`src/rtl/vga_timing_gen_pkg.sv`:
```
// -----------------------------------------------------------------------------
// vga_timing_gen_pkg
// Shared VGA raster constants for the timing generator and the sprite and
// background controllers. These controllers position themselves against the
// same values, so they cannot drift from the sync timing.
//   - 640x480 @ 60 Hz defaults for the horizontal (pixels) and vertical (lines)
//     sync, back porch, active and front porch widths, plus the derived
//     totals and active-window start positions.
//   - coord_t: the 10-bit raster coordinate type used by every compare.
//   - in_window(): inclusive range test used by the active-window decode.
// -----------------------------------------------------------------------------
package vga_timing_gen_pkg;

    localparam int COORD_W     = 10;
    localparam int COORD_LIMIT = 1 << COORD_W;

    typedef logic [COORD_W-1:0] coord_t;

    localparam int CLK_DIV_DEF  = 4;

    localparam int H_SYNC_DEF   = 96;
    localparam int H_BP_DEF     = 48;
    localparam int H_ACTIVE_DEF = 640;
    localparam int H_FP_DEF     = 16;

    localparam int V_SYNC_DEF   = 2;
    localparam int V_BP_DEF     = 33;
    localparam int V_ACTIVE_DEF = 480;
    localparam int V_FP_DEF     = 10;

    localparam int H_TOTAL     = H_SYNC_DEF + H_BP_DEF + H_ACTIVE_DEF + H_FP_DEF;  // 800
    localparam int V_TOTAL     = V_SYNC_DEF + V_BP_DEF + V_ACTIVE_DEF + V_FP_DEF;  // 525
    localparam int H_ACT_START = H_SYNC_DEF + H_BP_DEF;                           // 144
    localparam int V_ACT_START = V_SYNC_DEF + V_BP_DEF;                           // 35

    // Inclusive window test on raster coordinates (unsigned, 10-bit).
    function automatic logic in_window(input coord_t pos, input coord_t lo, input coord_t hi);
        return (pos >= lo) && (pos <= hi);
    endfunction

endpackage

```
`src/rtl/pix_tick_gen.sv`:
```
// -----------------------------------------------------------------------------
// pix_tick_gen
// Free-running divider that turns the board clock into a one-cycle pixel
// enable. The divider counts 0..CLK_DIV-1 and wraps. pix_en is registered from
// the terminal count. As a result, pix_en is high for exactly one of every
// CLK_DIV cycles, and the first pulse appears CLK_DIV cycles after reset
// deasserts.
// Parameters:
//   CLK_DIV  ClkPort cycles per pixel (>= 2)
// Ports:
//   ClkPort  in   1  board clock
//   rst      in   1  asynchronous, active-high reset
//   pix_en   out  1  one-cycle pixel-enable pulse
// -----------------------------------------------------------------------------
module pix_tick_gen #(
    parameter int CLK_DIV = 4
) (
    input  logic ClkPort,
    input  logic rst,
    output logic pix_en
);

    localparam int DIV_W = (CLK_DIV > 1) ? $clog2(CLK_DIV) : 1;
    localparam logic [DIV_W-1:0] DIV_LAST = DIV_W'(CLK_DIV - 1);

    if (CLK_DIV < 2) begin : g_clk_div_check
        $error("pix_tick_gen: CLK_DIV must be >= 2");
    end

    logic [DIV_W-1:0] div_q;

    // NOTE: sequential state is written with non-blocking assignments, so every
    // flop samples pre-edge values and the block has no evaluation order hazards.
    always_ff @(posedge ClkPort or posedge rst) begin
        if (rst) begin
            div_q  <= '0;
            pix_en <= 1'b0;
        end else begin
            pix_en <= (div_q == DIV_LAST);
            div_q  <= (div_q == DIV_LAST) ? '0 : div_q + 1'b1;
        end
    end

endmodule

```
`src/rtl/vga_timing_gen.sv`:
```
// -----------------------------------------------------------------------------
// vga_timing_gen
// Upstream timing stage of the VGA pixel path. It runs hCount/vCount over the
// raster, with sync first, then back porch, active area and front porch.
// hCount and vCount advance once per pix_en tick, so each coordinate is held
// for CLK_DIV ClkPort cycles. This gives downstream ROMs clocked on ClkPort
// time to absorb one cycle of latency.
// hSync, vSync and bright are registered from the next-state counts, so they
// change on the same edge as the counters (zero skew).
// Optional feature: define VGA_FRAME_COUNT_EN to add the 16-bit frame_count
// output, which increments (mod 2^16) on every frame_start.
// Ports:
//   ClkPort      in   1   board clock (100 MHz)
//   rst          in   1   asynchronous, active-high reset
//   pix_en       out  1   one-cycle pixel-enable pulse
//   hCount       out  10  horizontal position, 0..H_TOTAL-1
//   vCount       out  10  vertical position, 0..V_TOTAL-1
//   hSync        out  1   active-low horizontal sync
//   vSync        out  1   active-low vertical sync
//   bright       out  1   high inside the active window
//   frame_start  out  1   one-cycle pulse after the raster wraps to (0,0)
//   frame_count  out  16  frame counter (VGA_FRAME_COUNT_EN only)
// -----------------------------------------------------------------------------
module vga_timing_gen
    import vga_timing_gen_pkg::*;
#(
    parameter int CLK_DIV  = CLK_DIV_DEF,
    parameter int H_SYNC   = H_SYNC_DEF,
    parameter int H_BP     = H_BP_DEF,
    parameter int H_ACTIVE = H_ACTIVE_DEF,
    parameter int H_FP     = H_FP_DEF,
    parameter int V_SYNC   = V_SYNC_DEF,
    parameter int V_BP     = V_BP_DEF,
    parameter int V_ACTIVE = V_ACTIVE_DEF,
    parameter int V_FP     = V_FP_DEF
) (
    input  logic        ClkPort,
    input  logic        rst,
    output logic        pix_en,
    output logic [9:0]  hCount,
    output logic [9:0]  vCount,
    output logic        hSync,
    output logic        vSync,
    output logic        bright,
    output logic        frame_start
`ifdef VGA_FRAME_COUNT_EN
    ,
    output logic [15:0] frame_count
`endif
);

    localparam int H_TOT = H_SYNC + H_BP + H_ACTIVE + H_FP;
    localparam int V_TOT = V_SYNC + V_BP + V_ACTIVE + V_FP;

    localparam coord_t H_LAST      = coord_t'(H_TOT - 1);
    localparam coord_t V_LAST      = coord_t'(V_TOT - 1);
    localparam coord_t H_SYNC_END  = coord_t'(H_SYNC);
    localparam coord_t V_SYNC_END  = coord_t'(V_SYNC);
    localparam coord_t H_ACT_FIRST = coord_t'(H_SYNC + H_BP);
    localparam coord_t H_ACT_LAST  = coord_t'(H_SYNC + H_BP + H_ACTIVE - 1);
    localparam coord_t V_ACT_FIRST = coord_t'(V_SYNC + V_BP);
    localparam coord_t V_ACT_LAST  = coord_t'(V_SYNC + V_BP + V_ACTIVE - 1);

    // The counters and compares are 10 bits wide, so a larger raster cannot
    // be represented.
    if (H_TOT > COORD_LIMIT) begin : g_h_total_check
        $error("vga_timing_gen: H_TOTAL exceeds the 10-bit coordinate range");
    end
    if (V_TOT > COORD_LIMIT) begin : g_v_total_check
        $error("vga_timing_gen: V_TOTAL exceeds the 10-bit coordinate range");
    end

    pix_tick_gen #(
        .CLK_DIV (CLK_DIV)
    ) u_pix_tick_gen (
        .ClkPort (ClkPort),
        .rst     (rst),
        .pix_en  (pix_en)
    );

    coord_t h_next;
    coord_t v_next;
    logic   frame_wrap;

    // NOTE: every signal driven here gets a default before any branch, so no
    // path leaves it unassigned and no latch is inferred.
    always_comb begin
        h_next     = hCount;
        v_next     = vCount;
        frame_wrap = 1'b0;
        if (pix_en) begin
            if (hCount == H_LAST) begin
                h_next = '0;
                if (vCount == V_LAST) begin
                    v_next     = '0;
                    frame_wrap = 1'b1;
                end else begin
                    v_next = vCount + 10'd1;
                end
            end else begin
                h_next = hCount + 10'd1;
            end
        end
    end

    // Decode from the next-state counts so that the sync and blanking flops
    // change on the same edge as hCount/vCount.
    always_ff @(posedge ClkPort or posedge rst) begin
        if (rst) begin
            hCount      <= '0;
            vCount      <= '0;
            hSync       <= 1'b0;
            vSync       <= 1'b0;
            bright      <= 1'b0;
            frame_start <= 1'b0;
        end else begin
            hCount      <= h_next;
            vCount      <= v_next;
            hSync       <= !(h_next < H_SYNC_END);
            vSync       <= !(v_next < V_SYNC_END);
            bright      <= in_window(h_next, H_ACT_FIRST, H_ACT_LAST)
                        && in_window(v_next, V_ACT_FIRST, V_ACT_LAST);
            // frame_wrap only fires on a pix_en cycle, so this is a single-cycle pulse.
            frame_start <= frame_wrap;
        end
    end

`ifdef VGA_FRAME_COUNT_EN
    always_ff @(posedge ClkPort or posedge rst) begin
        if (rst) begin
            frame_count <= '0;
        end else if (frame_start) begin
            frame_count <= frame_count + 16'd1;
        end
    end
`endif

endmodule

```
`config.mk`:
```
export PLATFORM = sky130hd
export DESIGN_NAME = vga_timing_gen
export DESIGN_NICKNAME = d
export VERILOG_FILES = /design/src/rtl/vga_timing_gen_pkg.sv /design/src/rtl/pix_tick_gen.sv /design/src/rtl/vga_timing_gen.sv
export SDC_FILE = /design/constraint.sdc
export NUM_CORES = 1
export LEC_CHECK = 0
export ABC_AREA = 1
export CAP_MARGIN = 20
export CORE_UTILIZATION = 35
export DETAILED_ROUTE_END_ITERATION = 8
export RECOVER_POWER = 50
export SYNTH_ARGS = -nofsm -noshare
export SYNTH_HDL_FRONTEND = slang
export SYNTH_HIERARCHICAL = 1
export SYNTH_SLANG_ARGS = --single-unit
```
`constraint.sdc`:
```
create_clock -name ClkPort -period 1.9 [get_ports ClkPort]
set_input_delay 0.38 -clock ClkPort [delete_from_list [all_inputs] [get_ports ClkPort]]
set_output_delay 0.38 -clock ClkPort [all_outputs]
set_load 0.03 [all_outputs]
```
==> reports/metrics.yaml, run 1 <==
outcome:
  outcome: "finished clean"
clock_network:
  clock_tree.root_cell: "clkbuf_8"
  cts_inserted_buffers: 3
  clk_latency_ps: 280
  cts_htree_levels: 1
  clock_sinks: 27
  path_clk_slew_ps: 100
  clk_path_buf_depth: 2
  postCtsHoldBufs: 0
  cts_tree: "yes"
yosys:
  ys_ff_latch: 27
  syn_avg_cell_area_um2: 7.26
  synth_nets: 222
  synthesis.area_um2: 1570
  synth_seq_area_share_pct: 43.1
  synthDistinctLibCells: 25
  syn_inst: 216
  ys.warnings.count: 6
detailed_routing:
  drt-initial-drc-count: 61
  avgViaCountPerCell: 4.64
  drc: 0
  ant_nets: 0
  vias: 1485
  wl_per_cell_um: 11.8
  dr.pass1.iters: 4
  routed_wl_um: 3760
placement:
  port_buffers: 26
  place.gp.congestion: 0.788
  dp_hpwl_um: 2750
  dp.cells: 309
  dpl_cell_area_um2: 2040
global_route:
  use_met1_pct: 28.0
  grt_pass1_wl_um: 6080
  busiest_layer: "met1"
  met3_usage_pct: 2.30
  grt_pass1_vias: 1254
  grt_max_degree: 25
  grt_overflow: 0
  track_usage_pct: 17.5
  antenna_found_initial: 0
  met2_usage_pct: 23.1
cells_and_area:
  nNetsFinal: 277
  drive_above_1_share_pct: 21.9
  area_growth_pct: 41.7
  multi_input_area_um2: 822
  final_cell_mix: "nand2_1 (56), inv_1 (40)"
  fill_cells: 413
  final_common_cell: "nand2_1"
  stdcell_area_um2: 2220
  num_antenna_cells: 0
  final-instance-count-excl-fill: 320
  final-seq-area_um2: 682
sta:
  max-slew-margin-rel_pct: 58.7
  setup_violations: 0
  report.final.slew_viol_count: 0
  worst_pin_slew_ps: 620
  hold_viol: 0
  final.min_clock_period_ps: 1850
  rsz0062_at_grt: "no"
  skew_ps: 6.88
  fin_crit_sh_pct: 97.5
  max_freq_mhz: 540
power_and_ir_drop:
  power_mw: 0.931
  p_leak_nw: 1.21
  vdd_drop_max_mv: 0.265
  powerDensity_nw_per_um2: 419
die:
  die_h_um: 68.9
  io_pins: 27
  num_rows: 23
  die_w_um: 68.9
  initial_core_util_pct: 37.8
  dieArea_um2: 4750
  core-area_um2: 4140
setup_path:
  start_kind: "flip-flop"
  crit_required_ps: 1520
  end_kind: "output pin"
  path_class: "flip-flop to output pin"
  arrival_ps: 1470
  cp_max_fo: 6
run:
  maxCapViolCount: 0
min_path:
  hold_path_class: "input pin to asynchronous set/reset pin"
## area by class of cell
| cell class | instances | area share, % |
|---|---|---|
| Sequential cell | 27 | 30.7 |
| Inverter | 41 | 7.04 |
| Tap cell | 50 | 2.82 |
| Clock buffer | 4 | 2.03 |
| Timing Repair Buffer | 50 | 20.4 |
| Multi-Input combinational cell | 148 | 37.0 |
## registers in the layout, indices dropped and copies added, names as in the netlist
register and flops:
hCount 10, vCount 10, u_pix_tick_gen/div_q 2, bright 1
frame_start 1, hSync 1, u_pix_tick_gen/pix_en 1, vSync 1
## kinds of logic (layout without fill, tap and decap cells)
logic type,after synthesis,in the layout,share of synthesized area (%)
xor+xnor,2,2,1.60
flops,27,27,43.1
simple gates,127,128,36.7
compound gates,14,14,5.27
buf+inv,42,95,10.1
fa+ha+maj,4,4,3.19
## through the flow
step / setup slack (ps) / hold slack [ps] / util (%) / TNS, ps
after global routing: 3.69 / 443 / 53.6 / 0
final: 47.5 / 413 / 53.6 / 0
after floorplan: 36.7 / 134 / - / 0
after global placement: -45.0 / 412 / 49.1 / -45.0
after detailed placement: -35.9 / 427 / 49.1 / -35.9
after CTS: -24.5 / 286 / 50.2 / -24.5
## Yosys cell counts
| library cell | count | area share [%] |
|---|---|---|
| inv_1 | 41 | 9.8 |
| o2111ai_1 | 1 | 0.56 |
| nor2_1 | 30 | 7.2 |
| nor2_4 | 1 | 0.72 |
| nand3_4 | 1 | 1.1 |
| nor4_1 | 1 | 0.40 |
| nand2_1 | 58 | 14 |
| o21ai_0 | 5 | 1.6 |
| clkbuf_2 | 1 | 0.32 |
| a21oi_1 | 3 | 0.96 |
| ha_1 | 4 | 3.2 |
| o21ai_1 | 1 | 0.32 |
| xor2_2 | 1 | 1.0 |
| nand4_1 | 7 | 2.8 |
| nand3_1 | 23 | 7.3 |
| nor3_1 | 1 | 0.32 |
| nand3_2 | 1 | 0.64 |
| o22ai_1 | 1 | 0.40 |
| or2_2 | 1 | 0.40 |
| nor2_2 | 1 | 0.40 |
| o21bai_1 | 3 | 1.4 |
| nor3_4 | 1 | 1.0 |
| dfrtp_1 | 27 | 43 |
| and3_2 | 1 | 0.48 |
| xor2_1 | 1 | 0.56 |
## worst max-delay path, stage by stage (launching register included)
cell and delay [ps]:
dfrtp_1 380, buf_4 150, clkdlybuf4s50_1 670
## power by group
part | internal, mW | switching, mW
registers | 0.574 | 0
clock network | 0.151 | 0.191
logic | 0.00235 | 0.0118
## final timing paths
path                                          from                       to  slack [ps]  cells after the start
min in group ClkPort       u_pix_tick_gen/div_q[0]  u_pix_tick_gen/div_q[0]         450                      1
max reg2reg                              hCount[1]                   bright         120                     11
min reg2reg                u_pix_tick_gen/div_q[0]  u_pix_tick_gen/div_q[0]         450                      1
max in group asynchronous                      rst                hCount[0]         750                      3
min                                            rst    u_pix_tick_gen/pix_en         410                      2
max                                      hCount[6]                hCount[6]          50                      2
## routing by layer
metal  wire [um]  up-vias
li1            -      786
met2        1550       25
met3         131        5
met4          60        0
met1        2020      669
met5           0        -
## what timing repair did
action / 4_1_cts / 5_1_grt
resized for setup: 2 / 27
endpoints found under the setup margin: 2 / 5
buffers inserted: 0 / 6
pin swaps: 0 / 10
cloned: 0 / 1
No activity file was read; power rests on OpenSTA's default activity.
==> inputs of run 2 (changes only) <==
--- a/config.mk
+++ b/config.mk
@@ -7,7 +7,9 @@
 export LEC_CHECK = 0
 export ABC_AREA = 1
 export CAP_MARGIN = 20
+export CORE_MARGIN = 2
 export CORE_UTILIZATION = 35
+export CTS_BUF_LIST = sky130_fd_sc_hd__clkbuf_8
 export DETAILED_ROUTE_END_ITERATION = 8
 export RECOVER_POWER = 50
 export SYNTH_ARGS = -nofsm -noshare
==> run 2 against run 1 <==
  * Maximum frequency up 0.38%
  * Count of clock-buffer cells in the layout down 1
  * Via count up 1.3%
  * Critical endpoint unchanged
  * Clock power down 2%
  * Largest cell class unchanged
  * Register-to-register slack about the same
  * Setup slack better by 7.0 ps
  * Global-route usage down 2.3 points
==> reports/metrics.yaml, run 2 (synthesis gave the netlist of run 1 again) <==
outcome:
  outcome: "finished clean"
placement:
  port_buffers: 26  # unchanged
  dp_hpwl_um: 2780  # +1.2%
  place.gp.congestion: 0.828  # +5.1%
  dp.cells: 312  # +0.97%
detailed_routing:
  drc: 0  # unchanged
  avgViaCountPerCell: 4.66  # +0.41%
  ant_nets: 0  # unchanged
  vias: 1505  # +1.3%
  routed_wl_um: 3880  # +3.2%
  wl_per_cell_um: 12.0  # +2.3%
  dr.pass1.iters: 4  # unchanged
  drt-initial-drc-count: 152  # +150%
setup_path:
  cp_max_fo: 6  # unchanged
  crit_path_max_incr_delay_ps: 670  # about the same
  start_kind: "flip-flop"
  slowest_stage: "clkdlybuf4s50_1"
  arrival_ps: 1470  # about the same
  crit_buf_inv: 2  # unchanged
  r2r_setup_slack_ps: 120  # about the same
  path_depth: 2  # unchanged
  end_kind: "output pin"
  worstPathCellList: "buf_4 > clkdlybuf4s50_1"
  cp_top_family: "buffers and inverters"
  crit_required_ps: 1520  # about the same
  reg2reg_depth: 9  # -2
  path_class: "flip-flop to output pin"
cells_and_area:
  final-instance-count-excl-fill: 323  # +0.94%
  area_growth_pct: 43.4
  reg_top3: "hCount: 10 flops, vCount: 10 flops, u_pix_tick_gen/div_q: 2 flops"
  final_common_cell: "nand2_1"
  fill_cells: 442  # +7.0%
  num_antenna_cells: 0  # unchanged
  fin_util_pct: 52.0  # -1.6 points
  nNetsFinal: 278  # +0.36%
  drive_above_1_share_pct: 24.7  # +2.9 points
  final_cell_mix: "nand2_1 (54), inv_1 (35), dfrtp_1 (24)"
power_and_ir_drop:
  vdd_drop_max_mv: 0.211  # -20%
  p_leak_nw: 1.24  # +2.3%
  powerDensity_nw_per_um2: 410  # -2.1%
min_path:
  hold_path_class: "input pin to asynchronous set/reset pin"
sta:
  setup_violations: 0  # unchanged
  max-slew-margin-rel_pct: 57.9  # -0.81 points
  fin_crit_sh_pct: 97.1  # -0.37 points
  final.min_clock_period_ps: 1850  # -7.05 ps
  report.final.slew_viol_count: 0  # unchanged
  max_freq_mhz: 542  # +0.38%
  skew_ps: 7.74  # +0.863 ps
  hold_viol: 0  # unchanged
  worst_pin_slew_ps: 632  # +12.1 ps
clock_network:
  clock_sinks: 27  # unchanged
  cts_inserted_buffers: 3  # unchanged
  path_clk_slew_ps: 100  # about the same
  cts_tree: "yes"
  cts_htree_levels: 1  # unchanged
  clk_latency_ps: 270  # about the same
  clk_path_buf_depth: 2  # unchanged
  clock_tree.root_cell: "clkbuf_8"
die:
  dieArea_um2: 5030  # +5.9%
  die_w_um: 70.9  # +2.9%
  io_pins: 27  # unchanged
  die_h_um: 70.9  # +2.9%
  initial_core_util_pct: 36.3  # -1.6 points
  num_rows: 24  # +4.3%
  core-area_um2: 4320  # +4.3%
global_route:
  track_usage_pct: 15.3  # -2.3 points
  grt_overflow: 0  # unchanged
  grt_max_degree: 25  # unchanged
  antenna_found_initial: 0  # unchanged
  grt_pass1_wl_um: 6270  # +3.2%
  grt_pass1_vias: 1365  # +8.9%
run:
  maxCapViolCount: 0  # unchanged
==> run 2: cell count changes in the layout (fill, tap and decap cells not counted), sizes merged <==
cell           previous run  this run
dlymetal6s2s              2         5
clkdlybuf4s50            22        19
clkinv                    0         1
buf                      23        22
clkbuf                    5         6
==> run 2: power breakdown <==
part / total (mW) / switching (mW) / internal, mW
logic: 0.0142 / 0.0119 / 0.00235
registers: 0.574 / 0 / 0.574
clock network: 0.334 / 0.187 / 0.147
==> run 2: final cells by class <==
type | instances | area (um2) | area share (%)
clock inverters | 1 | 5.00 | 0.223
multi-input cells | 148 | 851 | 37.8
flip-flops and latches | 27 | 679 | 30.2
well taps | 52 | 65.1 | 2.89
clock buffers | 3 | 41.3 | 1.84
repair buffers | 51 | 453 | 20.1
inverters | 41 | 154 | 6.84
==> run 2: worst paths after layout <==
kind / startpoint / endpoint
max: hCount[6] / hCount[6]
max reg2reg: hCount[5] / vSync
min: rst / u_pix_tick_gen/div_q[0]
min reg2reg: u_pix_tick_gen/div_q[0] / u_pix_tick_gen/div_q[0]
min in group ClkPort: u_pix_tick_gen/div_q[0] / u_pix_tick_gen/div_q[0]
max in group asynchronous: rst / hCount[1]
==> run 2: metrics by stage <==
| stage | hold slack (ps) | setup TNS, ps | power [mW] | setup slack, ps | instance area, um2 |
|---|---|---|---|---|---|
| after detailed placement | 425 | 0 | 0.602 | 43.4 | 2030 |
| after floorplan | 134 | 0 | 0.594 | 36.7 | 1570 |
| after global routing | 438 | -64.6 | 0.970 | -35.3 | 2250 |
| final | 416 | 0 | 0.922 | 54.6 | 2250 |
| after global placement | 418 | 0 | 0.602 | 47.0 | 2030 |
| after CTS | 282 | 0 | 0.938 | 3.79 | 2080 |
==> run 2: metal layers <==
| metal | share of wire (%) | vias up | wire, um | GRT usage [%] |
|---|---|---|---|---|
| li1 | - | 784 | - | - |
| met1 | 50 | 691 | 1940 | 23.1 |
| met2 | 47 | 28 | 1810 | 23.7 |
| met3 | 2.8 | 2 | 110 | 1.85 |
| met4 | 0.57 | 0 | 22 | 3.14 |
| met5 | 0 | - | 0 | 0 |
==> run 2: repair_timing <==
| action | in CTS | in global routing |
|---|---|---|
| gates resized for setup | 2 | 40 |
| cloned | 0 | 1 |
| pin swaps | 0 | 19 |
| hold buffers | 0 | 0 |
| buffers inserted | 0 | 6 |
| endpoints found under the setup margin | 2 | 7 |
==> inputs of run 3 (changes only) <==
--- a/config.mk
+++ b/config.mk
@@ -10,6 +10,7 @@
 export CORE_MARGIN = 2
 export CORE_UTILIZATION = 35
 export CTS_BUF_LIST = sky130_fd_sc_hd__clkbuf_8
+export CTS_CLUSTER_DIAMETER = 80
 export DETAILED_ROUTE_END_ITERATION = 8
 export RECOVER_POWER = 50
 export SYNTH_ARGS = -nofsm -noshare
==> results of run 3 <==
Final layout, timing and power as in run 2 (identical DEF).
